### src/rtl/ahb_mont_master.sv
`default_nettype none
// +--------------------------------------------------------------------------------------+
// | ahb_mont_master: AHB-Lite initiator running one x/m/m_inv write + result read job    |
// | Revision 1.0 - initial release                                                       |
// +--------------------------------------------------------------------------------------+
module ahb_mont_master #(
  parameter int unsigned WAIT_CYCLES = 8
) (
  input  logic        HCLK,
  input  logic        HRESETn,
  input  logic        start,
  input  logic [31:0] base_addr,
  input  logic [31:0] op_x,
  input  logic [31:0] op_m,
  input  logic [31:0] op_minv,
  output logic        busy,
  output logic        done,
  output logic        error,
  output logic [31:0] result,
  output logic [31:0] HADDR,
  output logic [1:0]  HTRANS,
  output logic        HWRITE,
  output logic [2:0]  HSIZE,
  output logic [31:0] HWDATA,
  input  logic [31:0] HRDATA,
  input  logic        HREADY,
  input  logic [1:0]  HRESP
);

  localparam logic [3:0] S_IDLE  = 4'd0;
  localparam logic [3:0] S_WR0   = 4'd1;
  localparam logic [3:0] S_WR1   = 4'd2;
  localparam logic [3:0] S_WR2   = 4'd3;
  localparam logic [3:0] S_WDATA = 4'd4;
  localparam logic [3:0] S_WAIT  = 4'd5;
  localparam logic [3:0] S_RD_A  = 4'd6;
  localparam logic [3:0] S_RD_D  = 4'd7;
  localparam logic [3:0] S_ERR   = 4'd8;

  localparam logic [1:0] TR_IDLE   = 2'b00;
  localparam logic [1:0] TR_NONSEQ = 2'b10;
  localparam logic [7:0] WAIT_LOAD = 8'(WAIT_CYCLES);

  logic [3:0]  state_q, state_d;
  logic [7:0]  cnt_q, cnt_d;
  logic [31:0] base_q, x_q, m_q, minv_q;
  logic [31:0] result_q;
  logic        done_q, error_q;
  logic [31:0] wdata_hold_q;
  logic        resp_err;
  logic        unused_hresp_hi;

  // First cycle of a two-cycle ERROR response.
  assign resp_err        = HRESP[0] & ~HREADY;
  assign unused_hresp_hi = HRESP[1];

  always_ff @(posedge HCLK) begin
    if (!HRESETn) begin
      state_q <= S_IDLE;
      cnt_q   <= 8'd0;
    end else begin
      state_q <= state_d;
      cnt_q   <= cnt_d;
    end
  end

  always_comb begin
    state_d = state_q;
    cnt_d   = cnt_q;
    case (state_q)
      S_IDLE:  if (start) state_d = S_WR0;
      S_WR0:   if (HREADY) state_d = S_WR1;
      S_WR1:   if (resp_err) state_d = S_ERR; else if (HREADY) state_d = S_WR2;
      S_WR2:   if (resp_err) state_d = S_ERR; else if (HREADY) state_d = S_WDATA;
      S_WDATA: begin
        if (resp_err) begin
          state_d = S_ERR;
        end else if (HREADY) begin
          state_d = S_WAIT;
          cnt_d   = WAIT_LOAD;
        end
      end
      S_WAIT: begin
        if (cnt_q <= 8'd1) state_d = S_RD_A;
        else               cnt_d   = cnt_q - 8'd1;
      end
      S_RD_A:  if (HREADY) state_d = S_RD_D;
      S_RD_D:  if (resp_err) state_d = S_ERR; else if (HREADY) state_d = S_IDLE;
      S_ERR:   if (HREADY) state_d = S_IDLE;
      default: state_d = S_IDLE;
    endcase
  end

  always_comb begin
    HTRANS = TR_IDLE;
    HADDR  = 32'd0;
    HWRITE = 1'b0;
    HWDATA = 32'd0;
    case (state_q)
      S_WR0: begin
        HTRANS = TR_NONSEQ;
        HADDR  = base_q;
        HWRITE = 1'b1;
      end
      S_WR1: begin
        HTRANS = TR_NONSEQ;
        HADDR  = base_q + 32'h4;
        HWRITE = 1'b1;
        HWDATA = x_q;
      end
      S_WR2: begin
        HTRANS = TR_NONSEQ;
        HADDR  = base_q + 32'h8;
        HWRITE = 1'b1;
        HWDATA = m_q;
      end
      S_WDATA: HWDATA = minv_q;
      S_RD_A: begin
        HTRANS = TR_NONSEQ;
        HADDR  = base_q + 32'hC;
      end
      // Keep the failing data word on the bus through the second response cycle.
      S_ERR:   HWDATA = wdata_hold_q;
      default: ;
    endcase
  end

  always_ff @(posedge HCLK) begin
    if (!HRESETn) begin
      base_q       <= 32'd0;
      x_q          <= 32'd0;
      m_q          <= 32'd0;
      minv_q       <= 32'd0;
      result_q     <= 32'd0;
      done_q       <= 1'b0;
      error_q      <= 1'b0;
      wdata_hold_q <= 32'd0;
    end else begin
      wdata_hold_q <= HWDATA;
      done_q       <= 1'b0;
      if (state_q == S_IDLE && start) begin
        base_q <= base_addr;
        x_q    <= op_x;
        m_q    <= op_m;
        minv_q <= op_minv;
      end
      if (state_q == S_RD_D && HREADY) begin
        result_q <= HRDATA;
        done_q   <= 1'b1;
        error_q  <= 1'b0;
      end else if (state_q == S_ERR && HREADY) begin
        done_q  <= 1'b1;
        error_q <= 1'b1;
      end
    end
  end

  assign busy   = (state_q != S_IDLE);
  assign done   = done_q;
  assign error  = error_q;
  assign result = result_q;
  assign HSIZE  = 3'b010;

endmodule
`default_nettype wire
### config.mk
export PLATFORM = sky130hd
export DESIGN_NAME = ahb_mont_master
export DESIGN_NICKNAME = d
export VERILOG_FILES = /design/src/rtl/ahb_mont_master.sv
export SDC_FILE = /design/constraint.sdc
export NUM_CORES = 1
export LEC_CHECK = 0
export ABC_CLOCK_PERIOD_IN_PS = 5100
export CORE_MARGIN = 2
export CORE_UTILIZATION = 69
export CTS_CLUSTER_SIZE = 20
export DETAILED_ROUTE_END_ITERATION = 10
export DONT_BUFFER_PORTS = 1
export PLACE_DENSITY_LB_ADDON = 0.1
export SETUP_SLACK_MARGIN = 0.2
export SLEW_MARGIN = 20
export SYNTH_ARGS = -nofsm -noshare
export SYNTH_HDL_FRONTEND = slang
export SYNTH_SLANG_ARGS = --single-unit
### constraint.sdc
create_clock -name HCLK -period 5.1 [get_ports HCLK]
set_input_delay 1.02 -clock HCLK [delete_from_list [all_inputs] [get_ports HCLK]]
set_output_delay 1.02 -clock HCLK [all_outputs]
set_load 0.01 [all_outputs]
==> out/results.txt <==
status: finished, final reports clean
H-tree levels: 1
Reg power frac: 0.425
leakage: 0.00373 uW
ys async rst share: 0
Crit Path Category: flop to output port
clk slew on worst S/H paths: 0.06 ns
# placed instances: 1331
Yosys top cell area share: 0.425
final WL: 24.2 mm
FF/Latch Area: 0.00412 sq mm
critical path arrival: 3.21 ns
max_slew headroom: 0.470
worst-skew pair later-pin latency: 0.50 ns
EDFF count, synth: 0
maximum clock rate: 237 MHz
fin area: 0.0104 sq mm
Setup Buffers After CTS: 0
remaining routing DRC violations: 0
Setup WS post-layout: 0.872 ns
synthesis-to-finish area growth: 6.90%
Worst-Margin Slew: 0.785 ns
Die W: 123 um
hold path depth: 2
share of layout cells above drive strength 1: 0.0554
largest net degree at the start of global routing: 203
Row Count: 43
CTS buffer count: 21
vias: 8467
full die area: 0.0150 sq mm
max-cap violations: 0
Critical Path Slowest Stage Cell: dfxtp_1
1st-iter DRT viols: 905
Worst R2R End: m_q[8]$_SDFFE_PN0P_
Hold EP: base_q[0]$_SDFFE_PN0P_
crit path time final: 4.23 ns
diode count: 0
skew final: 0.00513 ns
WL per Instance: 17.7 um
RSZ-0062 raised after global routing: false
antenna violations before repair: 0
TritonCTS Sinks: 206
CTS tree: done
synth top area cells: dfxtp_1 42%, nand2_1 16%, a21boi_0 12%, a222oi_1 3.3%, and2_1 2.5%
hold_sp: base_q[0]$_SDFFE_PN0P_
GRT Total Usage: 0.306
deepest clock path buffer count: 3
Worst Path Required: 4.08 ns
total negative slack: 0 ns
Die Span Y: 123 um
Reg2Reg Depth: 6
sequential area share after synthesis: 0.425
Syn Inst Count: 1238
Post-Layout Cell Count: 1371
multi-input combinational cell area: 0.00512 sq mm
register-to-register path setup slack: 2.50 ns
P_int: 3170 uW
crit-path max cell delay: 0.63 ns
Hold WC Path Type: flop to flop
Syn. warnings: 0
root buf cell: clkbuf_16
Area after DPL: 0.00961 sq mm
Core Region: 0.0138 sq mm
Max IR drop VDD: 0.000307 V
Initial Util: 0.702
drt via density: 6.18
Yosys reg bits: 206
DP Worst Slack: 1.43 ns
Synth cell types: 69
worst-path cell chain: buf_4, nand4bb_1, xnor2_1, ha_1, a21o_1, nand2_1, o22ai_2, inv_1, o311ai_1
cell with the most instances after synthesis: nand2_1
Post-Syn Area: 0.00971 sq mm
Final Setup Violations: 0
Clk network pwr share: 0.333
Port Buffers: 0
first-pass iteration count of the detailed router: 8
CP Capture Type: output port
vias in the first global route: 7677
post-route ant nets: 0
Post-synth top cells: 420 x nand2_1, 206 x dfxtp_1, 161 x a21boi_0, 57 x clkbuf_1
total global routing overflow: 0
Max Transition Viols Final: 0
fin crit share: 0.829
RR Startpoint: state_q[2]$_SDFFE_PN0P_
switching part of the total: 0.340
PostCTS Resize Cnt: 0
PwrDens: 463 mW/mm^2
worst-path maximum fanout: 14
Psw: 1630 uW
ys flop type: dfxtp_1
DP HPWL: 15.6 mm
Fin. Hold Viols: 0
# nets final: 1346
GPL Wtd Cong: 0.989
mean post-synth cell area: 7.84 sq um
Logic pwr share: 0.242
first-pass GRT wire length: 37.6 mm
# hold bufs at CTS: 0
fill count: 1054
area leader, netlist: dfxtp_1
startpoint types: flop
# IOs: 271
## cell usage in the layout (no fill, tap or decap), types with 3 or more instances in the layout
master / synthesis / final
o211ai_1: 9 / 9
bufinv_16: 0 / 3
o21a_1: 3 / 3
nor2_1: 35 / 35
or3_1: 3 / 3
a41oi_1: 4 / 4
nor3_1: 7 / 7
nor4_2: 3 / 3
inv_1: 14 / 14
a21oi_1: 34 / 34
buf_4: 4 / 12
o21ai_0: 24 / 24
nand3_1: 25 / 23
clkbuf_16: 0 / 21
a21boi_0: 161 / 161
o31ai_1: 5 / 5
dfxtp_1: 206 / 206
nor2b_1: 4 / 4
clkbuf_8: 0 / 4
ha_1: 4 / 4
nor4_1: 6 / 6
a31oi_1: 11 / 11
and4_1: 5 / 5
nand4_1: 15 / 15
xnor2_1: 9 / 9
and2_1: 39 / 39
a211oi_1: 3 / 3
nand2_1: 420 / 420
nand2b_1: 4 / 4
conb_1: 2 / 4
a222oi_1: 32 / 32
clkbuf_1: 57 / 6
mux2i_1: 4 / 4
## sequential cells by signal, summed over array words and instances, names as in the netlist
signal	flops
base_q	32
m_q	32
minv_q	32
result	32
wdata_hold_q	32
x_q	32
cnt_q	8
state_q	4
done	1
error	1
## cells by family (layout without fill, tap and decap cells)
kind of cell	after synthesis	in the layout	share of synthesized area
muxes	5	5	0.00529
AOI/OAI and AO/OA	312	312	0.241
other	2	4	0.000774
adders and majority gates	4	4	0.00516
xor gates and xnor gates	10	10	0.00902
DFF	206	206	0.425
and+or+nand+nor	584	584	0.263
buffers and inverters	115	66	0.0511
## critical path, delay by kind of cell (launching register included)
kind	cells	cell delay (ns)
xor+xnor	1	0.20
flops	1	0.63
fa+ha+maj	1	0.23
simple gates	2	0.26
buf+inv	2	0.41
compound gates	3	0.97
## routing by layer
| metal | GRT usage | share of wire |
|---|---|---|
| met1 | 0.383 | 0.40 |
| met2 | 0.507 | 0.47 |
| met3 | 0.0957 | 0.10 |
| met4 | 0.0912 | 0.025 |
| met5 | 0 | 0 |
## power by group through the flow
stage | clock, uW | sequential, uW | combinational [uW]
2_1_floorplan | 0 | 1960 | 986
3_3_place_gp | 0 | 2060 | 1100
3_5_place_dp | 0 | 2070 | 1120
4_1_cts | 1610 | 2030 | 1130
5_1_grt | 1680 | 2070 | 1300
6_report | 1600 | 2040 | 1160
## layout make-up
class | count | share of cell area
Multi-Input combinational cell | 919 | 0.494
Sequential cell | 206 | 0.397
Clock buffer | 31 | 0.0581
Tap cell | 180 | 0.0217
Timing Repair Buffer | 14 | 0.0125
Clock inverter | 7 | 0.0113
Inverter | 14 | 0.00507
## how the worst max path moves through the flow
stage                                 start        end  slack, ns  depth (start not counted)
floorplan            base_q[3]$_SDFFE_PN0P_  HADDR[24]       2.14                          8
global placement    state_q[1]$_SDFFE_PN0P_  HADDR[23]       1.44                          5
detailed placement  state_q[1]$_SDFFE_PN0P_  HADDR[30]       1.43                          9
CTS                 state_q[1]$_SDFFE_PN0P_  HADDR[30]       0.90                          9
global route        state_q[1]$_SDFFE_PN0P_  HADDR[24]       0.58                          9
finish              state_q[1]$_SDFFE_PN0P_  HADDR[28]       0.87                          9
## stage by stage
stage	hold slack [ns]	power [uW]	utilization
after floorplan	0.439	2950	-
after global placement	0.446	3160	0.695
after detailed placement	0.454	3190	0.695
after CTS	0.462	4780	0.747
after global routing	0.485	5050	0.750
final	0.458	4800	0.750
Power figures use the tool's default switching activity.
